--- src/rtl/debounce_pkg.sv ---
// rtl/debounce_pkg.sv - shared types and parameter helpers for the button debounce bank
package debounce_pkg;

  // Per-channel long-press tracker states
  typedef enum logic [1:0] {
    IDLE    = 2'd0,
    PRESSED = 2'd1,
    HELD    = 2'd2
  } hold_state_t;

  function automatic int unsigned cycles_from_ms(input int unsigned clk_khz,
                                                 input int unsigned ms);
    return clk_khz * ms;
  endfunction

  function automatic int unsigned max_u(input int unsigned a, input int unsigned b);
    return (a > b) ? a : b;
  endfunction

endpackage

--- src/rtl/debounce_channel.sv ---
// rtl/debounce_channel.sv - one button channel: synchroniser, debounce, press/hold/repeat strobes
module debounce_channel
  import debounce_pkg::*;
#(
  parameter int unsigned DB_CYCLES     = 4,
  parameter int unsigned HOLD_CYCLES   = 20,
  parameter int unsigned REPEAT_CYCLES = 8,
  parameter int unsigned ACTIVE_LOW    = 0
) (
  input  logic clk,
  input  logic rst_n,
  input  logic src,
  output logic level,
  output logic rise,
  output logic fall,
  output logic hold,
  output logic rpt
);

  localparam int unsigned DW = $clog2(DB_CYCLES + 1);
  // At least one bit so the counter exists even when hold/repeat are disabled
  localparam int unsigned HW = $clog2(max_u(max_u(HOLD_CYCLES, REPEAT_CYCLES), 1) + 1);
  localparam logic [DW-1:0] DB_TERM   = DW'(DB_CYCLES - 1);
  localparam logic [HW-1:0] HOLD_TERM = HW'((HOLD_CYCLES > 0) ? HOLD_CYCLES - 1 : 0);
  localparam logic [HW-1:0] REP_TERM  = HW'((REPEAT_CYCLES > 0) ? REPEAT_CYCLES - 1 : 0);
  localparam logic          POL       = (ACTIVE_LOW != 0);

  logic          s0, s1;
  logic [DW-1:0] dcnt;
  logic          flip;
  hold_state_t   state, state_d;
  logic [HW-1:0] hcnt, hcnt_d;
  logic          hold_d, rpt_d;

  // The debounced level changes on this edge
  assign flip = (s1 != level) && (dcnt == DB_TERM);

  // Polarity correction and two-flop synchroniser; reset value is "released"
  always_ff @(posedge clk or negedge rst_n) begin
    if (!rst_n) begin
      s0 <= 1'b0;
      s1 <= 1'b0;
    end else begin
      s0 <= src ^ POL;
      s1 <= s0;
    end
  end

  // Stability counter: level follows s1 only after DB_CYCLES agreeing cycles
  always_ff @(posedge clk or negedge rst_n) begin
    if (!rst_n) begin
      dcnt  <= '0;
      level <= 1'b0;
      rise  <= 1'b0;
      fall  <= 1'b0;
    end else begin
      rise <= flip & ~level;
      fall <= flip & level;
      if (s1 == level) begin
        dcnt <= '0;
      end else if (dcnt == DB_TERM) begin
        dcnt  <= '0;
        level <= ~level;
      end else begin
        dcnt <= dcnt + DW'(1);
      end
    end
  end

  // Hold FSM state, counter and registered hold/repeat strobes
  always_ff @(posedge clk or negedge rst_n) begin
    if (!rst_n) begin
      state <= IDLE;
      hcnt  <= '0;
      hold  <= 1'b0;
      rpt   <= 1'b0;
    end else begin
      state <= state_d;
      hcnt  <= hcnt_d;
      hold  <= hold_d;
      rpt   <= rpt_d;
    end
  end

  // Next-state logic: a release always wins and suppresses hold/repeat on that edge
  always_comb begin
    state_d = state;
    hcnt_d  = hcnt;
    hold_d  = 1'b0;
    rpt_d   = 1'b0;
    if (flip && level) begin
      state_d = IDLE;
      hcnt_d  = '0;
    end else begin
      case (state)
        IDLE: begin
          hcnt_d = '0;
          if (flip && !level && (HOLD_CYCLES != 0)) begin
            state_d = PRESSED;
          end
        end
        PRESSED: begin
          if (hcnt == HOLD_TERM) begin
            hold_d  = 1'b1;
            state_d = HELD;
            hcnt_d  = '0;
          end else begin
            hcnt_d = hcnt + HW'(1);
          end
        end
        HELD: begin
          if (REPEAT_CYCLES != 0) begin
            if (hcnt == REP_TERM) begin
              rpt_d  = 1'b1;
              hcnt_d = '0;
            end else begin
              hcnt_d = hcnt + HW'(1);
            end
          end
        end
        default: begin
          state_d = IDLE;
          hcnt_d  = '0;
        end
      endcase
    end
  end

endmodule

--- src/rtl/debounce_bank.sv ---
// rtl/debounce_bank.sv - multi-channel push-button conditioner for the stopwatch front panel
module debounce_bank
  import debounce_pkg::*;
#(
  parameter int unsigned CHANNELS     = 4,
  parameter int unsigned CLK_FREQ_KHZ = 100_000,
  parameter int unsigned DEBOUNCE_MS  = 1,
  parameter int unsigned HOLD_MS      = 1000,
  parameter int unsigned REPEAT_MS    = 200,
  parameter int unsigned ACTIVE_LOW   = 0
) (
  input  logic                clk,
  input  logic                rst_n,
  input  logic [CHANNELS-1:0] src,
  output logic [CHANNELS-1:0] level,
  output logic [CHANNELS-1:0] rise,
  output logic [CHANNELS-1:0] fall,
  output logic [CHANNELS-1:0] hold,
  output logic [CHANNELS-1:0] rpt
);

  localparam int unsigned DB_CYCLES     = cycles_from_ms(CLK_FREQ_KHZ, DEBOUNCE_MS);
  localparam int unsigned HOLD_CYCLES   = cycles_from_ms(CLK_FREQ_KHZ, HOLD_MS);
  localparam int unsigned REPEAT_CYCLES = cycles_from_ms(CLK_FREQ_KHZ, REPEAT_MS);

  // A long press must be distinguishable from the debounce interval itself
  if (DB_CYCLES < 1) begin : g_bad_db
    $error("debounce_bank: DB_CYCLES must be at least 1");
  end
  if ((HOLD_CYCLES != 0) && (HOLD_CYCLES <= DB_CYCLES)) begin : g_bad_hold
    $error("debounce_bank: HOLD_CYCLES must be 0 or greater than DB_CYCLES");
  end

  for (genvar i = 0; i < CHANNELS; i++) begin : g_ch
    debounce_channel #(
      .DB_CYCLES    (DB_CYCLES),
      .HOLD_CYCLES  (HOLD_CYCLES),
      .REPEAT_CYCLES(REPEAT_CYCLES),
      .ACTIVE_LOW   (ACTIVE_LOW)
    ) u_ch (
      .clk  (clk),
      .rst_n(rst_n),
      .src  (src[i]),
      .level(level[i]),
      .rise (rise[i]),
      .fall (fall[i]),
      .hold (hold[i]),
      .rpt  (rpt[i])
    );
  end

endmodule
--- config.mk ---
export PLATFORM = sky130hd
export DESIGN_NAME = debounce_bank
export DESIGN_NICKNAME = d
export VERILOG_FILES = /design/src/rtl/debounce_pkg.sv /design/src/rtl/debounce_channel.sv /design/src/rtl/debounce_bank.sv
export SDC_FILE = /design/constraint.sdc
export NUM_CORES = 1
export LEC_CHECK = 0
export ABC_AREA = 1
export CORE_ASPECT_RATIO = 1.25
export CORE_UTILIZATION = 68
export CTS_BUF_LIST = sky130_fd_sc_hd__clkbuf_8 sky130_fd_sc_hd__clkbuf_16
export DETAILED_ROUTE_END_ITERATION = 8
export DONT_BUFFER_PORTS = 1
export GPL_TIMING_DRIVEN = 0
export PLACE_DENSITY = 0.88
export SYNTH_ARGS = -nofsm -noshare
export SYNTH_HDL_FRONTEND = slang
export SYNTH_SLANG_ARGS = --single-unit
--- constraint.sdc ---
create_clock -name clk -period 3.4 [get_ports clk]
set_input_delay 0.68 -clock clk [delete_from_list [all_inputs] [get_ports clk]]
set_output_delay 0.68 -clock clk [all_outputs]
set_load 0.05 [all_outputs]
==> run_results.csv <==
group,metric,value,unit
hold_path,hold_class,"primary input to asynchronous set/reset pin",
sta,relSlewSlack,63.5,%
grt,antenna_found_initial,0,
grt,grt_max_degree,213,
place,io_buffers,0,
sta,timing.hold.ws,-0.129,ns
final_layout,reg_top3,"g_ch.u_ch.hcnt (108), g_ch.u_ch.dcnt (68), g_ch.u_ch.state (8)",
detailed_routing,firstDrtPassIters,5,
detailed_routing,drt-initial-drc-count,793,
logic_synthesis,syn_inst,1530,
final_layout,final_cell_mix,"nor2_1 (312), nand2_1 (260), inv_1 (213)",
grt,track_usage,29.1,%
logic_synthesis,ys_seq_elements,212,
sta,tightestPinTransition,0.544,ns
cts,cts.clk_slew.worst_paths,0.06,ns
grt,gr-total-overflow,0,
power_and_ir_drop,clkPwrFrac,48.1,%
logic_synthesis,yosysWarnings,0,
die,core_area,17000,um2
logic_synthesis,async_flop_share,100,%
cts,root_buffer,"clkbuf_16",
sta,fmax,502,MHz
detailed_routing,antenna_left,0,
power_and_ir_drop,vdd_drop_max,426,uV
die,initial_core_util,70.3,%
final_layout,area.growth.synth_to_final,8.43,%
sta,finalCritPeriodShare,58.5,%
setup_path,critPathArrivalTime,2.37,ns
cts,cts_num_sinks,212,
sta,finalMaxSlewViolations,0,
power_and_ir_drop,intPower,4.00,mW
die,rows,53,
final_layout,top_register,"g_ch.u_ch.hcnt",
power_and_ir_drop,p_switching,1.02,mW
logic_synthesis,seq_area_frac_synth,44.5,%
setup_path,crit_fanout,8,
detailed_routing,wire_per_inst,13.9,um
sta,finalSetupTns,0,ns
cts,cts.path.max_buffers,3,
die,fp.dieH,150,um
power_and_ir_drop,finalPower,5.02,mW
cts,h-tree-depth,1,
logic_synthesis,yosys.cell_types.count,37,
detailed_routing,viasPerCell,5.56,
setup_path,start_kind,"register",
final_layout,drive_above_1_share,8.03,%
sta,worst_slack,1.41,ns
setup_path,worstSetupEndpointType,"register",
grt,grt_pass1_wl,43.1,mm
sta,rsz0062_at_grt,"false",
sta,hold_viol_final,212,
cts,cts_setup_buffers,0,
final_layout,final_common_cell,"nor2_1",
power_and_ir_drop,p_sw_share,20.3,%
die,io_pins,26,
detailed_routing,drc_errors,0,
setup_path,crit_type,"register to register",
place,place_congestion,0.967,
final_layout,final_nets,1585,
cts,postCtsResizedCells,0,
detailed_routing,drt_wl_total,25.0,mm
run_status,violations,"hold timing",
logic_synthesis,synth_area,11900,um2
power_and_ir_drop,power.density,388,nW/um2
cts,numCtsBuffers,23,
logic_synthesis,synth_fp_nets,1560,
logic_synthesis,synth_edf_count,0,
run_status,outcome,"finished with violations",
cts,clock_latency,0.50,ns
final_layout,final_cell_area,12900,um2
die,fp.dieW,120,um
sta,skew,0.0102,ns
grt,grt_pass1_vias,9633,
logic_synthesis,postSynthAreaPerCell,7.80,um2
final_layout,largest_register_ffs,108,
die,die_area,18100,um2
setup_path,cp_data_required_time,3.78,ns
power_and_ir_drop,power_frac_seq,50.9,%
place,dp_hpwl,17.3,mm
run,maxCapViolCount,0,
detailed_routing,vias,9960,
logic_synthesis,synth_ff_type,"dfrtp_1",
power_and_ir_drop,combinationalPowerShare,1.0,%
place,dp_slack,1.47,ns
final_layout,diodes,0,
power_and_ir_drop,leakagePower,5.60,nW
place,placed_cell_area,12200,um2
sta,period_needed,1.99,ns
cts,cts_tree,"done",
sta,setup_viol,0,
Yosys cell counts, types with 2 or more instances:
cell type | count | area, um2
o21a_1 | 2 | 15.0
nand3b_1 | 8 | 60.1
nand2_2 | 8 | 50.1
a31o_2 | 2 | 17.5
buf_4 | 22 | 165
and2_1 | 2 | 12.5
nand3_1 | 99 | 495
o21bai_1 | 4 | 30.0
nand2_4 | 2 | 22.5
nand4_1 | 62 | 388
and3_1 | 3 | 18.8
nor2_4 | 3 | 33.8
xnor2_1 | 23 | 201
buf_6 | 4 | 45.0
nor4_1 | 5 | 31.3
nand2_1 | 260 | 976
nor3_2 | 11 | 110
o21ai_0 | 20 | 100
nor2_1 | 312 | 1170
inv_1 | 205 | 769
buf_8 | 2 | 30.0
nor2_2 | 29 | 181
xor2_1 | 79 | 692
o22ai_1 | 4 | 25.0
a211oi_1 | 8 | 60.1
dfrtp_1 | 212 | 5310
nor3b_1 | 8 | 60.1
buf_2 | 4 | 20.0
nand3_2 | 5 | 50.1
nor3_1 | 64 | 320
a21oi_1 | 29 | 145
ha_1 | 24 | 300
cell type report:
| cell class | instances | area (um2) |
|---|---|---|
| multi-input cells | 1079 | 5590 |
| flip-flops and latches | 212 | 5310 |
| fillers | 1237 | 4040 |
| inverters | 206 | 773 |
| clock buffers | 26 | 617 |
| well taps | 220 | 275 |
| plain buffers | 33 | 264 |
| clock inverters | 14 | 114 |
worst paths after layout:
check,start,to,slack (ns),depth (start not counted)
worst max register to register,g_ch[2].u_ch.level,g_ch[2].u_ch.dcnt[12],1.41,8
max in group asynchronous,rst_n,g_ch[2].u_ch.hcnt[16],3.14,0
worst max-delay path,g_ch[2].u_ch.level,g_ch[2].u_ch.dcnt[12],1.41,8
worst min register to register,g_ch[2].u_ch.s0,g_ch[2].u_ch.s1,0.35,0
min in group clk,src[3],g_ch[3].u_ch.s0,0.20,0
worst min-delay path,rst_n,g_ch[1].u_ch.dcnt[11],-0.13,0
layer usage:
| layer | routed length [um] | global-route usage (%) | up-vias |
|---|---|---|---|
| met5 | 0 | 0 | - |
| met3 | 1170 | 3.33 | 72 |
| met2 | 12800 | 52.6 | 303 |
| met4 | 740 | 10.2 | 0 |
| li1 | - | - | 4906 |
| met1 | 10300 | 35.9 | 4679 |
power groups by stage:
stage | logic (mW) | registers, mW | clock network (mW)
global placement | 0.0435 | 2.60 | 0
global route | 0.0570 | 2.55 | 2.56
detailed placement | 0.0470 | 2.60 | 0
finish | 0.0504 | 2.55 | 2.41
CTS | 0.0505 | 2.55 | 2.46
floorplan | 0.0355 | 2.59 | 0
stage by stage:
stage | util (%) | cells
global placement | 71.9 | 1750
finish | 76.2 | 1790
CTS | 76.2 | 1790
detailed placement | 71.9 | 1750
floorplan | - | 1530
global route | 76.2 | 1790
critical path, cell delays in order, from the launching register on:
cell     delay, ns
dfrtp_1       0.44
inv_1         0.10
nor2_1        0.08
nor2_1        0.44
inv_1         0.11
nand2_1       0.30
inv_1         0.21
o21ai_0       0.12
a21oi_1       0.06
cells by family after synthesis:
family	count (synthesis)	share of synthesized area, %
and+or+nand+nor	882	33.4
buffers and inverters	239	8.69
adders and majority gates	24	2.52
AOI/OAI and AO/OA	71	3.42
xor gates and xnor gates	102	7.49
DFF	212	44.5
No activity file was read; power rests on OpenSTA's default activity.
